### src/rtl/prng_coeff_sampler.sv
// prng_coeff_sampler: rejection-samples PRNG words into N coefficients in [0,Q) and writes them to coefficient RAM.
module prng_coeff_sampler #(
  parameter int Q     = 12289,
  parameter int QBITS = 14,
  parameter int N     = 256,
  parameter int AW    = 8
) (
  input  logic             clk,
  input  logic             rst,
  input  logic             start,
  input  logic [15:0]      prng_word,
  input  logic             prng_valid,
  output logic             prng_req,
  output logic             coef_we,
  output logic [AW-1:0]    coef_addr,
  output logic [QBITS-1:0] coef_data,
  output logic             busy,
  output logic             done,
  output logic [15:0]      reject_cnt
);
  typedef enum logic [1:0] {IDLE, SAMPLE, DONE} state_t;
  localparam logic [QBITS:0] QV = (QBITS+1)'(Q);
  state_t state, state_nx;
  logic [AW-1:0] idx;
  logic [QBITS-1:0] cand;
  logic accept, reject, last;
  assign cand     = prng_word[QBITS-1:0];
  assign accept   = state == SAMPLE && prng_valid && {1'b0, cand} < QV;
  assign reject   = state == SAMPLE && prng_valid && !({1'b0, cand} < QV);
  assign last     = idx == AW'(N-1);
  assign prng_req = state == SAMPLE;
  always_comb begin
    state_nx = state;
    state_nx = state == IDLE   ? (start ? SAMPLE : IDLE) :
               state == SAMPLE ? (accept && last ? DONE : SAMPLE) : IDLE;
  end
  always_ff @(posedge clk) begin
    if (rst) begin
      state      <= IDLE;
      idx        <= '0;
      coef_we    <= 1'b0;
      coef_addr  <= '0;
      coef_data  <= '0;
      busy       <= 1'b0;
      done       <= 1'b0;
      reject_cnt <= '0;
    end else begin
      state   <= state_nx;
      busy    <= state_nx != IDLE;
      done    <= state == DONE;
      coef_we <= accept;
      if (state == IDLE && start) begin
        idx        <= '0;
        reject_cnt <= '0;
      end
      if (accept) begin
        coef_addr <= idx;
        coef_data <= cand;
        idx       <= idx + AW'(1);
      end
      if (reject && reject_cnt != 16'hFFFF) reject_cnt <= reject_cnt + 16'd1;
    end
  end
endmodule
### config.mk
export PLATFORM = sky130hd
export DESIGN_NAME = prng_coeff_sampler
export DESIGN_NICKNAME = d
export VERILOG_FILES = /design/src/rtl/prng_coeff_sampler.sv
export SDC_FILE = /design/constraint.sdc
export NUM_CORES = 1
export LEC_CHECK = 0
export BUFFER_PORTS_ARGS = -buffer_cell sky130_fd_sc_hd__buf_2
export CAP_MARGIN = 20
export CORE_AREA = 2 2 73 75
export CTS_CLUSTER_DIAMETER = 40
export DETAILED_ROUTE_END_ITERATION = 7
export DIE_AREA = 0 0 75 77
export PLACE_DENSITY = 0.8
export SETUP_SLACK_MARGIN = 0.4
export SLEW_MARGIN = 20
export SYNTH_ARGS = -nofsm -noshare
export SYNTH_HDL_FRONTEND = slang
export SYNTH_SLANG_ARGS = --single-unit
export TNS_END_PERCENT = 20
### constraint.sdc
create_clock -name clk -period 2 [get_ports clk]
set_input_delay 0.1 -clock clk [delete_from_list [all_inputs] [get_ports clk]]
set_output_delay 0.1 -clock clk [all_outputs]
set_load 0.02 [all_outputs]
---- Yosys cells after proc, flatten, opt, wreduce, memory -nomap -nowiden ----
Index checks and enable logic that the tools add are counted.
word-level totals
  flip-flop bits (word level) ............. 51
  input port bits ......................... 20
  output and inout bits ................... 42
  logic and storage cells ................. 34
cells by class
  add/sub/neg operators ................... 2
  magnitude comparators ................... 1
  equality and inequality tests ........... 4
  multiplexer cells ....................... 8
  reduce and logical (&&, ||, !) cells .... 11
operator list
  cell                   number
  $mux 16                2
  $add 16x1->16 const B  1
  $mux 8                 2
  $ne 16x16->1 const B   1
  $lt 14x14->1 const B   1
  $add 8x1->8 const B    1
  $eq 8x8->1 const B     1
  $logic_and 1x1->1      6
  $mux 2                 3
  $reduce_bool 2->1      3
  $eq 2x1->1 const B     1
  $eq 2x2->1 const B     1
  $logic_not 2->1        1
  $logic_not 1->1        1
  $mux 1                 1

---- Depth between registers and ports, before layout ----
Gate-level depths: netlist of run 1.
  depth in word-level cells ............... 8
  mapped depth ............................ 7
  gate-level depth less buffers ........... 6

---- Least setup slack after synthesis of run 1 ----
Ideal clock, no wire load.
  path kind ............................... reg2reg
  start ................................... register reject_cnt[0]
  end ..................................... register reject_cnt[11]
  library setup time ...................... 67 ps
  arrival time ............................ 2155 ps
  data required time ...................... 1933 ps
  slack ................................... -221 ps
  stages on the path, launching flop included .. 8
  path buffers ............................ 1
  period minus slack after synthesis ...... 2221 ps
  cells stage by stage .................... dfxtp_1 > ha_1 > nand3_1 > or4_4 > a311oi_4 > buf_6 > a21oi_2 > a21oi_2
between the ends
  word-level cells in the longest chain between the ends .. 3
  elaborated cells on any way between the ends .. 5
  those cells by class .................... add/sub: 1; eq/ne: 1; mux: 1; reduce/logical: 2
ends and longest elaborated chain
  element                                                line  source
  from (decl)                                            19    output logic [15:0] reject_cnt
  from (signal assigned)                                 61    if (reject && reject_cnt != 16'hFFFF) reject_cnt <= reject_cnt + 16'd1;
  branches (longest 3 deep; another with $add 16x1->16)  -
Parallel ways; which one is timed is not known.
A chain may end at the register's enable or synchronous reset.

---- Worst setup path in the final report of run 1 ----
  start ................................... register reject_cnt[0]
  end ..................................... register reject_cnt[8]
Same word-level chain as after synthesis.

==> metrics.md, run 1 <==
| Metric | Value |
|---|---|
| Tot GR Track Use | 0.2135 |
| Asr flop ratio synth | 0 |
| First drt pass iteration count | 5 |
| CP arrival | 2060 ps |
| Hold Path Depth | 3 |
| Overall Power | 1.839 mW |
| P per Cell Area | 606.9 nW/um2 |
| Hold Crit Endpoint | coef_data[2] |
| Cell area after layout | 3030 um2 |
| Slew at the pin closest to its max-slew limit | 494.0 ps |
| I/O Buffers | 59 |
| Reg2Reg Capture Point | reject_cnt[8] |
| CTS root buf | clkbuf_8 |
| Final Net Count | 380 |
| Grt ovf | 0 |
| Hold Crit Class | in -> reg |
| Initial core utilization | 0.4477 |
| # setup viols final | 0 |
| Final Wtd Congestion | 0.7902 |
| Via count | 2324 |
| DRT iter0 DRCs | 171 |
| Via-to-Cell Ratio | 5.417 |
| Io pins | 62 |
| Die area | 5775 um2 |
| YS warnings | 0 |
| ANT nets after route | 0 |
| Sequential area share after synthesis | 0.4582 |
| Antenna violations before repair | 0 |
| Largest net degree at the start of global routing | 38 |
| Critical path launch point type | flop |
| Inserted Clock Buffers | 5 |
| Unrepaired setup endpoints after global routing | yes |
| Clk sinks | 51 |
| Vias in the first global route | 2124 |
| R2r setup slk | 180 ps |
| F_max | 0.5510 GHz |
| Die width | 75 um |
| Fin crit share | 0.9075 |
| Gate power share | 0.101 |
| Peak VDD IR | 409.9 uV |
| Worst r2r path cells | 7 |
| Worst EP required | 2240 ps |
| Worst-path clk slew | 100 ps |
| Synth unique cells | 44 |
| Area growth, synth to finish | 35.99% |
| Placed insts | 401 |
| DP Worst Slack | 105.6 ps |
| Proportion of layout cells with a drive suffix above 1 | 0.3983 |
| Max layer used | met4 |
| Worst r2r src | reject_cnt[0] |
| Leak | 1.237 nW |
| CTS tree | yes |
| HPWL after detailed placement | 3895 um |
| Top cell type's share of synthesized area | 0.4582 |
| Commonest cells post-synth | nand2_1, dfxtp_1, a21oi_1 |
| Crit path kind | reg -> reg |
| Row count | 26 |
| DR WL/cell | 13.77 um |
| Sequential Power Share | 0.557 |
| Htree depth | 2 |
| First-pass GRT wire length | 9763 um |
| Int Pwr | 1.367 mW |
| Post-synth EDFFs | 0 |
| Slew headroom | 0.6692 |
| Final Critical Period | 1815 ps |
| Inserted Diodes | 0 |
| Mean post-synth cell area | 8.074 um2 |
| Maxcap violations | 0 |
| Fin. max-slew vios | 0 |
| M1 WL | 2536 um |
| Net Count, Synth | 298 |
| Clock skew | 8.069 ps |
| Synthesis-stage register bit count | 51 |
| Fin. Hold Viols | 0 |
| Hold path start | prng_word[2] |
| Top-count cell post-synth | nand2_1 |
| Synth area leaders | dfxtp_1, nand2_1, a21oi_1 |
| Clock latency on the worst-skew pair | 300 ps |
| Core area | 4977 um2 |
| Status | finished, final reports clean |
| Syn Inst Count | 276 |
| Residual DRC | 0 |
| Met2 wire len | 2860 um |
| Die Ht | 77 um |
| Drt total wl | 5907 um |
| Final TNS setup | 0 ps |
| Endpoint class of the critical path | flop |
| Sw frac | 0.2568 |
| Crit path setup slack, layout | 185.0 ps |
| Crit Path Max Fanout | 6 |
| Maximum clock insertion buffer count | 2 |
| Non-filler instance count after layout | 429 |
| Placed instance area | 2706 um2 |
| Hold-fix buffers, CTS | 0 |
| Synth Flop Type | dfxtp_1 |
| Post-Syn Area | 2228 um2 |
| Clock share of power | 0.342 |
| Yosys top cell by area | dfxtp_1 |
| Metal3 WL | 344 um |
| Net Sw Power | 472.3 uW |
[cells by family after synthesis]
logic type | Yosys count | share of synthesized area
xor+xnor | 2 | 0.007862
mux | 1 | 0.005053
compound gates | 62 | 0.1780
fa+ha+maj | 2 | 0.01123
buf+inv | 15 | 0.03256
flops | 51 | 0.4582
simple gates | 143 | 0.3071
[per-stage QoR]
step	hold WS [ps]	util
floorplan	236.0	-
global placement	353.9	0.5437
detailed placement	359.9	0.5437
CTS	29.09	0.5988
global route	36.77	0.6088
finish	35.62	0.6088
[metal layers]
metal / track usage / vias to the layer above
met5: 0 / -
met4: 0.09286 / 0
met3: 0.04205 / 14
met2: 0.3263 / 103
met1: 0.2881 / 1064
li1: - / 1143
[state kept, by name, summed over array words and instances (netlist names)]
signal,count
busy,1
coef_addr,8
coef_data,14
coef_we,1
done,1
idx,8
reject_cnt,16
state,2
[layout by cell type (no fill, tap or decap), types with 6 or more instances in the layout]
cell      netlist  final
nor2_1         14     12
o21ai_0        11      8
nand3_1        18     16
or3_1          10      8
a21oi_1        28     27
clkbuf_8        0      6
dfxtp_4         0     11
buf_2           1     59
a31oi_1         8      8
nand2_1        69     66
buf_4           0     26
dfxtp_1        51     35
[what timing repair did]
action	in CTS	in global routing
pin swaps	4	2
buffers inserted	17	2
setup endpoints to repair	41	43
resized for setup	12	8
cloned	1	0
[power by group through the flow]
stage	clock (mW)	combinational [mW]	sequential, mW
5_1_grt	0.691	0.204	1.03
3_5_place_dp	0	0.171	1.05
2_1_floorplan	0	0.0926	1.07
3_3_place_gp	0	0.169	1.05
6_report	0.629	0.186	1.02
4_1_cts	0.645	0.182	1.02
[worst max-delay path by stage]
stage	to	from	slack, ps
6_report	reject_cnt[8]	reject_cnt[0]	180
3_5_place_dp	reject_cnt[15]	reject_cnt[0]	110
2_1_floorplan	reject_cnt[15]	reject_cnt[0]	210
5_1_grt	reject_cnt[15]	reject_cnt[0]	130
4_1_cts	reject_cnt[3]	reject_cnt[0]	200
3_3_place_gp	reject_cnt[15]	reject_cnt[0]	130
[area by class of cell]
class / instances / area [um2]
fillers: 434 / 1947
multi-input cells: 210 / 1249
clock inverters: 2 / 15.01
well taps: 70 / 87.58
repair buffers: 87 / 516.7
flip-flops and latches: 51 / 1069
clock buffers: 6 / 82.58
inverters: 3 / 11.26
[critical path, cell delays in order, from the launching register on]
cell and delay, ps:
dfxtp_4 370, ha_4 150, nand3_4 100, or4_4 470, a311oi_4 280, buf_6 180, a21o_2 90, a21o_1 110
Power figures use the tool's default switching activity.
==> run 2: changes to the inputs <==
==> constraint.sdc (replaced) <==
create_clock -name clk -period 2 [get_ports clk]
set_input_delay 0.2 -clock clk [delete_from_list [all_inputs] [get_ports clk]]
set_output_delay 0.2 -clock clk [all_outputs]
set_load 0.02 [all_outputs]
==> run 2 against run 1 <==
Sequential cell count stayed put. Critical path type unchanged. Worst hold slack better by 95 ps. Clock skew down 1.9 ps. Register-to-register slack lost 40 ps. Clock-buffer cell count unchanged. Core utilization rose by 1.3 points. Via count is essentially flat.
==> metrics.md, run 2 (synthesis results as in run 1) <==
| Metric | Value |
|---|---|
| Final Critical Period | 1853 ps (+38.05 ps) |
| Crit path setup slack, layout | 146.9 ps (-38.05 ps) |
| Io pins | 62 (unchanged) |
| DRT iter0 DRCs | 154 (-9.9%) |
| Clock latency on the worst-skew pair | 310 ps (about the same) |
| Most flop-heavy register | reject_cnt |
| CTS root buf | clkbuf_8 |
| DR WL/cell | 13.63 um (-1.0%) |
| HPWL after detailed placement | 3992 um (+2.5%) |
| Clock skew | 6.162 ps (-1.907 ps) |
| DP Worst Slack | 132.2 ps (+26.66 ps) |
| Worst EP required | 2250 ps (about the same) |
| Worst r2r src | reject_cnt[0] |
| Via-to-Cell Ratio | 5.333 (-1.6%) |
| Fill cells | 438 (+0.92%) |
| Area growth, synth to finish | 38.85% |
| # setup viols final | 0 (unchanged) |
| Die Ht | 77 um (unchanged) |
| Leak | 1.263 nW (+2.2%) |
| Row count | 26 (unchanged) |
| Die width | 75 um (unchanged) |
| Layout Utilization | 0.6217 (+0.01282) |
| Proportion of layout cells with a drive suffix above 1 | 0.4016 (+0.003311) |
| Initial core utilization | 0.4477 (unchanged) |
| Final Net Count | 387 (+1.8%) |
| Inserted Clock Buffers | 5 (unchanged) |
| First drt pass iteration count | 4 (-1) |
| Inserted Diodes | 0 (unchanged) |
| Residual DRC | 0 (unchanged) |
| Maxcap violations | 0 (unchanged) |
| I/O Buffers | 59 (unchanged) |
| Final TNS setup | 0 ps (unchanged) |
| Worst-path clk slew | 90 ps (about the same) |
| Via count | 2325 (+0.043%) |
| Maximum clock insertion buffer count | 2 (unchanged) |
| Hold Crit Endpoint | coef_data[8] |
| Hold Path Depth | 3 (unchanged) |
| Peak VDD IR | 377.8 uV (-7.8%) |
| Most frequent cells in the layout | nand2_1, buf_2, dfxtp_1 |
| R2r setup slk | 150 ps (-40 ps) |
| Fin. max-slew vios | 0 (unchanged) |
| Worst r2r path cells | 8 (+1) |
| Max reg flops | 16 (unchanged) |
| Slew at the pin closest to its max-slew limit | 674.5 ps (+180.5 ps) |
| Clk sinks | 51 (unchanged) |
| Hold path start | prng_word[8] |
| Vias in the first global route | 2058 (-3.1%) |
| CTS tree | yes |
| ANT nets after route | 0 (unchanged) |
| Top flop regs | reject_cnt x16, coef_data x14 |
| Hold-fix buffers, CTS | 0 (unchanged) |
| Reg2Reg Capture Point | reject_cnt[15] |
| Antenna violations before repair | 0 (unchanged) |
| P per Cell Area | 602.1 nW/um2 (-0.79%) |
| Final Wtd Congestion | 0.8218 (+4.0%) |
| F_max | 0.5396 GHz (-2.1%) |
| Crit Path Max Fanout | 6 (unchanged) |
| Tot GR Track Use | 0.2095 (-0.003986) |
| Commonest non-fill, non-tap cell in the layout | nand2_1 |
| Core area | 4977 um2 (unchanged) |
| First-pass GRT wire length | 9508 um (-2.6%) |
| Unrepaired setup endpoints after global routing | yes |
| Endpoint class of the critical path | flop |
| Hold Crit Class | in -> reg |
| Fin. Hold Viols | 0 (unchanged) |
| Slew headroom | 0.5479 (-0.1212) |
| Grt ovf | 0 (unchanged) |
| Critical path launch point type | flop |
| Htree depth | 2 (unchanged) |
| Die area | 5775 um2 (unchanged) |
| Largest net degree at the start of global routing | 38 (unchanged) |
| CP arrival | 2100 ps (+40 ps) |
| Status | finished, final reports clean |
| Drt total wl | 5943 um (+0.61%) |
| Crit path kind | reg -> reg |
| Fin crit share | 0.9265 (+0.01902) |
run 2: routing by layer:
layer | vias to the layer above | track usage | part of all wire
met5 | - | 0 | 0
met4 | 0 | 0.07321 | 0.024
met3 | 13 | 0.05125 | 0.059
met2 | 88 | 0.3342 | 0.49
met1 | 1059 | 0.2713 | 0.43
li1 | 1165 | - | -
run 2: worst max-delay path, stage by stage (launching register included):
cell,delay (ps)
dfxtp_4,370
ha_4,140
nand3_4,90
or4_4,450
a311oi_4,300
buf_6,170
buf_16,110
nand2_1,70
nand3_1,80
run 2: how the worst max path moves through the flow:
| stage | start | endpoint |
|---|---|---|
| detailed placement | reject_cnt[12] | reject_cnt[4] |
| CTS | reject_cnt[0] | reject_cnt[2] |
| floorplan | reject_cnt[0] | reject_cnt[15] |
| global route | reject_cnt[0] | reject_cnt[15] |
| global placement | prng_word[7] | idx[4] |
| finish | reject_cnt[0] | reject_cnt[15] |
run 2: final cells by class:
type / instances / area, um2 / share of cell area
Clock buffer: 6 / 82.58 / 0.02669
Sequential cell: 51 / 1071 / 0.3461
Clock inverter: 2 / 15.01 / 0.004852
Multi-Input combinational cell: 210 / 1216 / 0.3930
Tap cell: 70 / 87.58 / 0.02831
Timing Repair Buffer: 94 / 610.6 / 0.1973
Inverter: 3 / 11.26 / 0.003639
run 2: where the power goes:
part | total [mW] | internal [mW] | switching, mW
Sequential | 1.02 | 1.01 | 0.00825
Combinational | 0.197 | 0.0784 | 0.119
Clock | 0.643 | 0.284 | 0.359
Total | 1.86 | 1.38 | 0.486
run 2: repair_timing:
action / in CTS / in global routing
pin swaps: 1 / 4
endpoints found under the setup margin: 37 / 42
cloned: 1 / 0
resized for setup: 4 / 17
buffers inserted: 16 / 8
run 2: per-stage QoR:
step	std cells	hold WS [ps]	total power, mW	cell area [um2]
5_1_grt	436	138.8	1.935	3094
6_report	436	130.3	1.863	3094
4_1_cts	428	122.0	1.870	2984
3_3_place_gp	403	439.1	1.222	2734
3_5_place_dp	403	445.3	1.225	2734
2_1_floorplan	276	336.0	1.159	2323
==> run 3: changes to the inputs <==
Settings changed: CORE_AREA 2 2 73 75 to 2 2 84 66, DIE_AREA 0 0 75 77 to 0 0 86 68, PLACE_DENSITY 0.8 to 0.73.
==> run 3 against run 2 <==
Design area is 3.4% lower. Clock power grew 15%. Register-to-register slack improved by 20 ps. Wire length shrank 6.2%. Sequential power about the same. Power rose by 4.8%. Fmax is 1.3% higher. Clock skew fell by 0.88 ps.
==> metrics.md, run 3 (synthesis results as in run 1) <==
| Metric | Value |
|---|---|
| Status | finished, final reports clean |
| Endpoint class of the critical path | flop |
| Maximum clock insertion buffer count | 2 (unchanged) |
| Inserted Clock Buffers | 5 (unchanged) |
| R2r setup slk | 170 ps (+20 ps) |
| Non-filler instance count after layout | 414 (-5.0%) |
| Unrepaired setup endpoints after global routing | yes |
| Maxcap violations | 0 (unchanged) |
| Fin. max-slew vios | 0 (unchanged) |
| Clock latency on the worst-skew pair | 310 ps (about the same) |
| Reg2Reg Capture Point | reject_cnt[4] |
| CTS root buf | clkbuf_8 |
| Clk sinks | 51 (unchanged) |
| Crit Path Max Fanout | 12 (+6) |
| Tot GR Track Use | 0.1825 (-0.02706) |
| CP Cell Sequence | nand4_4 -> or4_4 -> a311oi_4 -> buf_12 -> a21oi_1 -> o21ai_0 |
| Worst hold slack | 131.1 ps (+0.7710 ps) |
| Die width | 86 um (+15%) |
| P per Cell Area | 653.2 nW/um2 (+8.5%) |
| Max reg flops | 16 (unchanged) |
| Worst r2r src | reject_cnt[8] |
| Core area | 5094 um2 (+2.3%) |
| Final Net Count | 373 (-3.6%) |
| Residual DRC | 0 (unchanged) |
| Top flop regs | reject_cnt x16, coef_data x14 |
| Grt ovf | 0 (unchanged) |
| Initial core utilization | 0.4375 (-0.01023) |
| Peak VDD IR | 282.4 uV (-25%) |
| Final TNS setup | 0 ps (unchanged) |
| Largest net degree at the start of global routing | 38 (unchanged) |
| Hold Path Depth | 3 (unchanged) |
| Crit path buffers/inverters | 1 (-1) |
| Hold-fix buffers, CTS | 0 (unchanged) |
| Via count | 2252 (-3.1%) |
| Reg area | 1066 um2 (-0.47%) |
| Most flop-heavy register | reject_cnt |
| Hold path start | prng_word[7] |
| DRT iter0 DRCs | 161 (+4.5%) |
| Drt total wl | 5572 um (-6.2%) |
| Final Critical Period | 1830 ps (-23.21 ps) |
| Critical path launch point type | flop |
| CTS tree | yes |
| ANT nets after route | 0 (unchanged) |
| Crit path kind | reg -> reg |
| Multi-input gate area | 1239 um2 (+1.9%) |
| Die Ht | 68 um (-12%) |
| Fin. Hold Viols | 0 (unchanged) |
| CP arrival | 2060 ps (-40 ps) |
| Io pins | 62 (unchanged) |
| First drt pass iteration count | 4 (unchanged) |
| Slowest-stage cell, CP | or4_4 |
| Top delay family on crit path | simple AND/OR/NAND/NOR gates |
| Area growth, synth to finish | 34.14% |
| Leak | 1.189 nW (-5.9%) |
| DR WL/cell | 13.46 um (-1.3%) |
| Inserted Diodes | 0 (unchanged) |
| Fin crit share | 0.9149 (-0.01160) |
| Proportion of layout cells with a drive suffix above 1 | 0.3807 (-0.02096) |
| F_max | 0.5465 GHz (+1.3%) |
| Commonest non-fill, non-tap cell in the layout | nand2_1 |
| Final Wtd Congestion | 0.8109 (-1.3%) |
| CP peak stage delay | 590 ps (+140 ps) |
| Hold Crit Endpoint | coef_data[7] |
| Hold Crit Class | in -> reg |
| Worst EP required | 2230 ps (-20 ps) |
| Fill cells | 478 (+9.1%) |
| Die area | 5848 um2 (+1.3%) |
| Clock skew | 5.285 ps (-0.8772 ps) |
| Htree depth | 2 (unchanged) |
| # setup viols final | 0 (unchanged) |
| Worst r2r path cells | 6 (-2) |
| Slew at the pin closest to its max-slew limit | 715.8 ps (+41.31 ps) |
| Worst-path clk slew | 90 ps (about the same) |
| I/O Buffers | 59 (unchanged) |
| Row count | 23 (-12%) |
| Most frequent cells in the layout | nand2_1, buf_2, dfxtp_1 |
| Antenna violations before repair | 0 (unchanged) |
| Slew headroom | 0.5202 (-0.02769) |
| HPWL after detailed placement | 3874 um (-3.0%) |
| Placed insts | 397 (-1.5%) |
| First-pass GRT wire length | 8666 um (-8.9%) |
| Via-to-Cell Ratio | 5.440 (+2.0%) |
| Vias in the first global route | 1904 (-7.5%) |
run 3: changes by cell type in the layout (fill, tap and decap cells not counted), moves of 2 or more:
cell | before | now
clkbuf_16 | 0 | 2
dfxtp_4 | 12 | 10
buf_4 | 30 | 18
o21ai_2 | 3 | 1
or3_1 | 10 | 8
or3_4 | 0 | 2
o21ai_0 | 5 | 9
o21ai_1 | 4 | 2
dfxtp_2 | 4 | 6
run 3: worst max path at each step:
stage | slack (ps) | end | cells past startpoint | startpoint
5_1_grt | 110 | reject_cnt[10] | 6 | reject_cnt[8]
4_1_cts | 160 | reject_cnt[4] | 6 | reject_cnt[8]
3_5_place_dp | 70 | reject_cnt[12] | 7 | prng_word[0]
2_1_floorplan | 210 | reject_cnt[15] | 7 | reject_cnt[0]
6_report | 170 | reject_cnt[4] | 6 | reject_cnt[8]
3_3_place_gp | 130 | reject_cnt[4] | 7 | prng_word[0]
run 3: metrics by stage:
| step | power, mW | cell area, um2 | utilization | worst slack [ps] |
|---|---|---|---|---|
| finish | 1.952 | 2989 | 0.5868 | 170.1 |
| global route | 2.025 | 2989 | 0.5868 | 107.1 |
| CTS | 1.962 | 2867 | 0.5628 | 155.9 |
| detailed placement | 1.230 | 2739 | 0.5377 | 67.89 |
| global placement | 1.227 | 2739 | 0.5377 | 131.4 |
| floorplan | 1.159 | 2323 | - | 206.6 |
run 3: repair_timing:
item	CTS	global route
setup buffers	0	9
endpoints found under the setup margin	21	48
resized for setup	1	12
gates cloned	0	0
pin swaps	0	4
run 3: area by class of cell:
class	count	area share
well taps	62	0.02595
flip-flops and latches	51	0.3566
repair buffers	80	0.1582
multi-input cells	210	0.4144
clock buffers	8	0.04102
inverters	3	0.003767
run 3: worst reg2reg max path, cell delays in order, from the launching register on:
cell and delay, ps:
dfxtp_4 400, nand4_4 130, or4_4 590, a311oi_4 270, buf_12 180, a21oi_1 40
o21ai_0 160
run 3: power by group:
group	total [mW]	leakage (nW)	switching, mW	internal, mW
registers	1.02	0.423	0.00724	1.02
clock network	0.741	0.0618	0.341	0.400
logic	0.187	0.703	0.118	0.0691
total	1.95	1.19	0.467	1.49
run 3: routing by layer:
layer	vias to the layer above	GRT usage	routed length (um)
met1	1035	0.2552	2613
met4	0	0.05159	81
met2	66	0.2859	2550
met3	11	0.03860	326
li1	1140	-	-
met5	-	0	0
